--- src/rtl/matrix_operand_store.sv ---
// Operand/result store for the sequential matrix multiplier: serves A/B, collects C, sequences runs.
// Optional MATRIX_STORE_CHECK_EN: per-run z_ack counter, err if mm_done arrives after != M^3 acks.
module matrix_operand_store #(
  parameter int M      = 4,
  parameter int IDX_W  = 5,
  parameter int DATA_W = 32
) (
  input  logic              clk,
  input  logic              rst,
  input  logic              ld_valid,
  input  logic              ld_sel,
  input  logic [IDX_W-1:0]  ld_row,
  input  logic [IDX_W-1:0]  ld_col,
  input  logic [DATA_W-1:0] ld_data,
  output logic              ld_ready,
  input  logic              go,
  output logic              mm_start,
  input  logic              mm_done,
  input  logic [IDX_W-1:0]  a_i,
  input  logic [IDX_W-1:0]  a_j,
  input  logic [IDX_W-1:0]  b_i,
  input  logic [IDX_W-1:0]  b_j,
  output logic [DATA_W-1:0] a_out,
  output logic [DATA_W-1:0] b_out,
  input  logic [DATA_W-1:0] z_in,
  input  logic [IDX_W-1:0]  z_i,
  input  logic [IDX_W-1:0]  z_j,
  input  logic              z_stb,
  output logic              z_ack,
  input  logic [IDX_W-1:0]  rd_row,
  input  logic [IDX_W-1:0]  rd_col,
  output logic [DATA_W-1:0] rd_data,
  output logic              result_valid,
  output logic              err
);

  localparam int AW = (M > 1) ? $clog2(M) : 1;
  localparam logic [IDX_W:0] LIM = (IDX_W+1)'(M);

  typedef enum logic [1:0] {S_LOAD, S_RUN, S_DONE} state_t;

  state_t r_state, w_state_nxt;

  logic [DATA_W-1:0] r_a [M][M];
  logic [DATA_W-1:0] r_b [M][M];
  logic [DATA_W-1:0] r_c [M][M];

  logic              r_z_ack;
  logic              r_mm_start;
  logic              r_result_valid;
  logic              r_err;
  logic [DATA_W-1:0] r_rd_data;

  logic w_enter_run;
  logic w_ld_en;
  logic w_done;
  logic w_z_take;
  logic w_ld_ok;
  logic w_z_ok;
  logic w_cnt_err;
  logic w_err_evt;

  function automatic logic in_rng(input logic [IDX_W-1:0] r, input logic [IDX_W-1:0] c);
    return ({1'b0, r} < LIM) && ({1'b0, c} < LIM);
  endfunction

  always_ff @(posedge clk or negedge rst) begin
    if (!rst) r_state <= S_LOAD;
    else      r_state <= w_state_nxt;
  end

  always_comb begin
    w_state_nxt = r_state;
    w_enter_run = 1'b0;
    w_ld_en     = 1'b0;
    w_done      = 1'b0;
    case (r_state)
      S_LOAD: begin
        w_ld_en = ld_valid;
        if (go) begin
          w_state_nxt = S_RUN;
          w_enter_run = 1'b1;
        end
      end
      S_RUN: begin
        if (mm_done) begin
          w_state_nxt = S_DONE;
          w_done      = 1'b1;
        end
      end
      S_DONE: begin
        // go takes priority; a simultaneous operand write is dropped
        if (go) begin
          w_state_nxt = S_RUN;
          w_enter_run = 1'b1;
        end else if (ld_valid) begin
          w_state_nxt = S_LOAD;
          w_ld_en     = 1'b1;
        end
      end
      default: w_state_nxt = S_LOAD;
    endcase
  end

  assign w_z_take = (r_state == S_RUN) && z_stb && !r_z_ack;
  assign w_ld_ok  = in_rng(ld_row, ld_col);
  assign w_z_ok   = in_rng(z_i, z_j);

`ifdef MATRIX_STORE_CHECK_EN
  localparam int CW = $clog2(M*M*M+1);
  localparam logic [CW:0] CNT_FULL = (CW+1)'(M*M*M);

  logic [CW-1:0] r_ack_cnt;
  logic [CW:0]   w_cnt_seen;

  // include an ack still on the port when mm_done lands
  assign w_cnt_seen = {1'b0, r_ack_cnt} + (CW+1)'(r_z_ack);
  assign w_cnt_err  = w_done && (w_cnt_seen != CNT_FULL);

  always_ff @(posedge clk or negedge rst) begin
    if (!rst)                                r_ack_cnt <= '0;
    else if (w_enter_run)                    r_ack_cnt <= '0;
    else if (r_z_ack && (r_ack_cnt != '1))   r_ack_cnt <= r_ack_cnt + 1'b1;
  end
`else
  assign w_cnt_err = 1'b0;
`endif

  assign w_err_evt = (w_ld_en && !w_ld_ok) ||
                     (z_stb && (r_state != S_RUN)) ||
                     (w_z_take && !w_z_ok) ||
                     w_cnt_err;

  always_ff @(posedge clk or negedge rst) begin
    if (!rst) begin
      for (int unsigned i = 0; i < M; i++) begin
        for (int unsigned j = 0; j < M; j++) begin
          r_a[i][j] <= '0;
          r_b[i][j] <= '0;
          r_c[i][j] <= '0;
        end
      end
      r_z_ack        <= 1'b0;
      r_mm_start     <= 1'b0;
      r_result_valid <= 1'b0;
      r_err          <= 1'b0;
      r_rd_data      <= '0;
    end else begin
      r_mm_start <= w_enter_run;
      r_z_ack    <= w_z_take;
      if (w_enter_run) begin
        for (int unsigned i = 0; i < M; i++) begin
          for (int unsigned j = 0; j < M; j++) begin
            r_c[i][j] <= '0;
          end
        end
      end else if (w_z_take && w_z_ok) begin
        r_c[z_i[AW-1:0]][z_j[AW-1:0]] <= z_in;
      end
      if (w_ld_en && w_ld_ok) begin
        if (ld_sel) r_b[ld_row[AW-1:0]][ld_col[AW-1:0]] <= ld_data;
        else        r_a[ld_row[AW-1:0]][ld_col[AW-1:0]] <= ld_data;
      end
      if (w_enter_run || w_ld_en) r_result_valid <= 1'b0;
      else if (w_done)            r_result_valid <= 1'b1;
      if (w_err_evt) r_err <= 1'b1;
      r_rd_data <= in_rng(rd_row, rd_col) ? r_c[rd_row[AW-1:0]][rd_col[AW-1:0]] : '0;
    end
  end

  assign a_out        = in_rng(a_i, a_j) ? r_a[a_i[AW-1:0]][a_j[AW-1:0]] : '0;
  assign b_out        = in_rng(b_i, b_j) ? r_b[b_i[AW-1:0]][b_j[AW-1:0]] : '0;
  assign ld_ready     = (r_state != S_RUN);
  assign mm_start     = r_mm_start;
  assign z_ack        = r_z_ack;
  assign rd_data      = r_rd_data;
  assign result_valid = r_result_valid;
  assign err          = r_err;

endmodule

--- config.mk ---
export PLATFORM = sky130hd
export DESIGN_NAME = matrix_operand_store
export DESIGN_NICKNAME = d
export VERILOG_FILES = /design/src/rtl/matrix_operand_store.sv
export SDC_FILE = /design/constraint.sdc
export NUM_CORES = 2
export LEC_CHECK = 0
export CORE_ASPECT_RATIO = 1.75
export CORE_MARGIN = 10
export CORE_UTILIZATION = 30
export CTS_BUF_LIST = sky130_fd_sc_hd__clkbuf_4 sky130_fd_sc_hd__clkbuf_8
export CTS_CLUSTER_SIZE = 12
export DETAILED_ROUTE_END_ITERATION = 10
export PLACE_DENSITY = 0.48
export SLEW_MARGIN = 25
export SYNTH_ARGS = -nofsm -noshare
export SYNTH_HDL_FRONTEND = slang
export SYNTH_SLANG_ARGS = --single-unit
--- constraint.sdc ---
create_clock -name clk -period 3.2 [get_ports clk]
set_input_delay 0.64 -clock clk [delete_from_list [all_inputs] [get_ports clk]]
set_output_delay 0.64 -clock clk [all_outputs]
set_load 0.01 [all_outputs]
# Yosys cells after proc, flatten, opt, wreduce, memory -nomap -nowiden
# Index checks and enable logic that the tools add are counted.
[word_totals]
out_inout_bits = 101
elab_cells = 172
reg_bits = 1574
[classes]
n_reduce_logical = 29
n_eq_ne = 6
order_cmp = 24
muxes = 48
bitwise = 11
[ops]
columns = ["op", "count"]
rows = [
  ["512-bit bitwise mux", 3],
  ["128-bit two-way mux", 8],
  ["512-bit two-way mux", 2],
  ["128-bit binary-select mux with 2-bit select", 3],
  ["128-bit demux with 2-bit select", 2],
  ["32-bit two-way mux", 11],
  ["32-bit binary-select mux with 2-bit select", 3],
  ["32-bit demux with 2-bit select", 2],
  ["5-bit by 3-bit < comparator with 1-bit output, second input constant", 10],
  ["3-bit >= comparator, second input constant", 10],
  ["2-bit NOT with 3-bit output", 10],
  ["1-bit logical AND", 16],
  ["3-bit by 1-bit < comparator with 1-bit output, second input constant", 4],
  ["1-bit two-way mux", 8],
  ["2-bit two-way mux", 4],
  ["2-bit one-hot mux with 3 select lines", 1],
  ["2-bit != test, second input constant", 2],
  ["2-bit AND reduction", 2],
  ["2-bit nonzero test", 2],
  ["1-bit logical NOT", 3],
  ["1-bit logical OR", 3],
  ["3-bit != test, second input constant", 1],
  ["3-bit AND reduction", 1],
  ["2-bit by 1-bit equality test with 1-bit output, second input constant", 1],
  ["other kinds (6)", 6],
]

# Logic depth before layout (Yosys ltp)
[logic_depth]
ltp_word = 10
ltp_mapped = 8
mapped_depth_nobuf = 5

# Least setup slack after synthesis
# No wires, ideal clock.
[synth_path]
path_kind = "input to output"
from = "in a_i[0]"
to = "out a_out[10]"
n_path_buf = 1
t_arrival_ps = 2151
required_time_ps = 2560
path_slack_ps = 409
stages = 5
path_cell_list = "clkbuf_1 -> mux4_2 -> mux2_2 -> nand2_1 -> nand3_1"
[synth_between]
elab_chain_cells = 8
elab_cells_between_ends = 10
classes_between = "1 x order compare; 7 x mux; 1 x bitwise; 1 x reduce/logical"
[synth_rtl]
columns = ["element", "line_no", "rtl"]
rows = [
  ["start, declared", "19", "input logic [IDX_W-1:0] a_i,"],
  ["2-bit NOT with 3-bit output (not written as such)", "171", "assign a_out = in_rng(a_i, a_j) ? r_a[a_i[AW-1:0]][a_j[AW-1:0]] : '0;"],
  ["128-bit binary-select mux with 2-bit select", "171", ""],
  ["128-bit two-way mux (not written as such) (2 in a row)", "171", ""],
  ["32-bit binary-select mux with 2-bit select", "171", ""],
  ["32-bit two-way mux (not written as such) (2 in a row)", "171", ""],
  ["32-bit two-way mux *", "171", ""],
  ["end, declared", "23", "output logic [DATA_W-1:0] a_out,"],
]
# Every way passes the cells marked *; elsewhere a longest branch is shown, timed or not. The select of a mux whose other input is x is not followed.

# Final worst setup path
[layout_path]
from = "in a_i[3]"
to = "out a_out[13]"
[layout_between]
elab_chain_cells = 3
[layout_rtl]
columns = ["element", "line_no", "rtl"]
rows = [
  ["5-bit by 3-bit < comparator with 1-bit output", "64", "return ({1'b0, r} < LIM) && ({1'b0, c} < LIM);"],
  ["1-bit logical AND", "64", ""],
  ["32-bit two-way mux", "171", ""],
]
# Every way passes these cells.

==> run metrics <==
Final WS setup=0.0629 ns; crit path DAT=2.50 ns; Rows=239; DRC viols=0; Routability Congestion=0.796; Critical Path End Type=primary output; crit path kind=primary input to primary output; largest family of logic cells by synthesized area=multiplexers; switch share=0.249; cts bufs inserted=between 200 and 300; total placed cells including tap cells=8844; worst path required time=2.56 ns; Final min period=3.14 ns; Post-Synth Adder-Cell Area=0; TritonCTS clock tree=built; sequential share of power=0.477; final antenna-violating net count=0; RSZ-0062 raised after global routing=true; Core ar.=0.242 mm²; Final Hold Viols=0; htree depth=5; # setup viols final=0; initial core utilization=0.301; Hold Crit Class=primary input to asynchronous set/reset pin; dpl cell area=0.0818 mm²; Non-Filler Instances=9307; io pins=222; sequential area share after synthesis=0.541; clk sink count=1574; Synth Area in Simple Gates=0.0882; DR iter-0 viols=2796; Max Clock Skew=0.0487 ns; yosys warns=0; vias in the first global route=between 50000 and 60000; Skew-Pair Late Insertion Delay=0.92 ns; DRT Pass-1 Iters=5; Post-synth EDFFs=0; GR Overflow Total=0; Fillers=between 20000 and 25000; Die Area=0.264 mm²; clock tree buffer depth=4; critical-path maximum fanout=12; first-pass GRT wire length=361 mm; Worst VDD drop=0.340 mV; worst slew pin tran=0.853 ns; post-synthesis compound-gate area fraction=0.0412; mux cell area share after synthesis=0.291; layout cells sized above 1=0.407; #FFs+latches synth=about 1600; Syn Inst Count=5658; Routed WL=245 mm; GRT Util Overall=0.183; R2R depth=7; Clock Pin Slew Worst Setup and Hold Paths=around 0.06 ns; Vias=48177; pwr dens=477 mW/mm²; clock network power share=0.462; Post-Syn Area per Cell=12.9 µm²; dominant cell type by area after synthesis=dfrtp_1; Netlist cell types=47; fin util=0.364; status=completed; largest net degree at the start of global routing=126; most frequent cells in the layout=dfrtp_1, nand2_1, mux2_2, a21oi_1, mux4_2; Chip Width=392 µm; Max Fclk=0.319 GHz; Design Area, Final=0.0882 mm²; fin. max-slew vios=0; Layout Nets=6100; # port buffers=221; Synth area leaders=dfrtp_1, mux2_2, mux4_2; relative slew slack=0.431; detailed placer's ending HPWL=~160 mm; ys async rst share=1.00; switching pwr=between 10 and 15 mW; ys flop type=dfrtp_1; Comb power frac=0.061; die height=between 600 and 700 µm; syn nets=5779; leading cell type in the layout, fill and taps excluded=dfrtp_1; xor and xnor area share after synthesis=0; post-synthesis instance area=about 0.073 mm²; top cell type's share of synthesized area=0.541; vias per cell=5.18; period utilization=0.980; P_int=31.6 mW; Setup Slack @ Placement=-0.476 ns; Leakage Power=around 40 nW; DR WL/cell=26.3 µm; Final Power=42.0 mW; synth-to-layout area growth=21.0%; Root Driver=clkbuf_8; CP startpoint kind=primary input; antenna violations before repair=15; Max-cap violations=0
-- flip-flops by register name, summed over array words and instances (netlist names) --
register	cells
r_a	512
r_b	512
r_c	512
rd_data	32
r_state	2
err	1
mm_start	1
result_valid	1
z_ack	1
-- synth_stat cells, drive strengths merged (32+ instances only) --
cell type  count
a21oi        513
a22oi         32
buf          204
clkbuf       385
dfrtp       1574
mux2        1088
mux2i         32
mux4         384
nand2       1093
nand3        130
nand4         82
o21ai         33
-- final cells by class --
cell class	count	area [µm²]	share of cell area
Tap cell	3133	3920	0.0445
Timing Repair Buffer	641	7640	0.0867
Antenna cell	4	10.0	0.000114
Clock buffer	412	5190	0.0589
Multi-Input combinational cell	3492	31600	0.358
Sequential cell	1574	39400	0.447
Clock inverter	48	433	0.00491
Inverter	3	11.3	0.000128
-- worst max-delay path: stages --
cell	delay [ns]
clkdlybuf4s50_1	0.44
nor4_4	0.35
and3b_2	0.28
buf_12	0.19
buf_4	0.19
nand2_2	0.06
nand3_2	0.08
buf_6	0.13
buf_6	0.10
-- per-layer routing --
layer | track usage | wire length (µm) | part of all wire
met1 | 0.206 | 92300 | 0.38
met2 | 0.337 | 130000 | 0.53
met3 | 0.0314 | 11900 | 0.049
met4 | 0.0748 | 10300 | 0.042
met5 | 0 | 82 | 0.00034
-- power groups by stage --
| stage | logic (mW) | clock network, mW | registers [mW] |
|---|---|---|---|
| after detailed placement | 2.60 | 0 | 20.4 |
| after CTS | 2.62 | 20.2 | 20.0 |
| after global routing | 2.77 | 21.0 | 20.0 |
| final | 2.57 | 19.4 | 20.0 |
| after floorplan | 1.10 | 0 | 20.4 |
| after global placement | 2.57 | 0 | 20.4 |
-- path summary, 6_finish.rpt --
| path | start | endpoint | slack (ns) |
|---|---|---|---|
| min in group clk | ld_data[30] | r_b[222] | 0.40 |
| worst max-delay path | a_i[3] | a_out[13] | 0.06 |
| worst min register to register | r_b[382] | r_b[382] | 0.48 |
| worst min-delay path | rst | r_b[38] | 0.37 |
| worst max register to register | r_state[0] | r_b[10] | 0.69 |
| max in group asynchronous | rst | rd_data[16] | 1.68 |
-- timing repair --
action                                  CTS  global route
hold buffers                              1             0
pin swaps                                39             3
setup buffers                             2             4
endpoints found under the hold margin    56             0
resized for setup                       452             6
endpoints found under the setup margin   64            10
gates cloned                              0             0
-- metrics by stage --
stage | hold slack, ns | setup TNS (ns)
after floorplan | 0.344 | 0
after detailed placement | 0.473 | -14.16
after CTS | 0.253 | -0.496
final | 0.366 | 0
after global placement | 0.461 | -14.25
after global routing | 0.346 | -0.169
-- logic make-up (layout without fill, tap and decap cells) --
group | count (synthesis) | count (layout)
buf+inv | 592 | 1104
simple gates | 1407 | 1407
other cells | 0 | 4
compound gates | 581 | 581
mux | 1504 | 1504
flops | 1574 | 1574
Note: power is estimated with default switching activity, not from simulation.
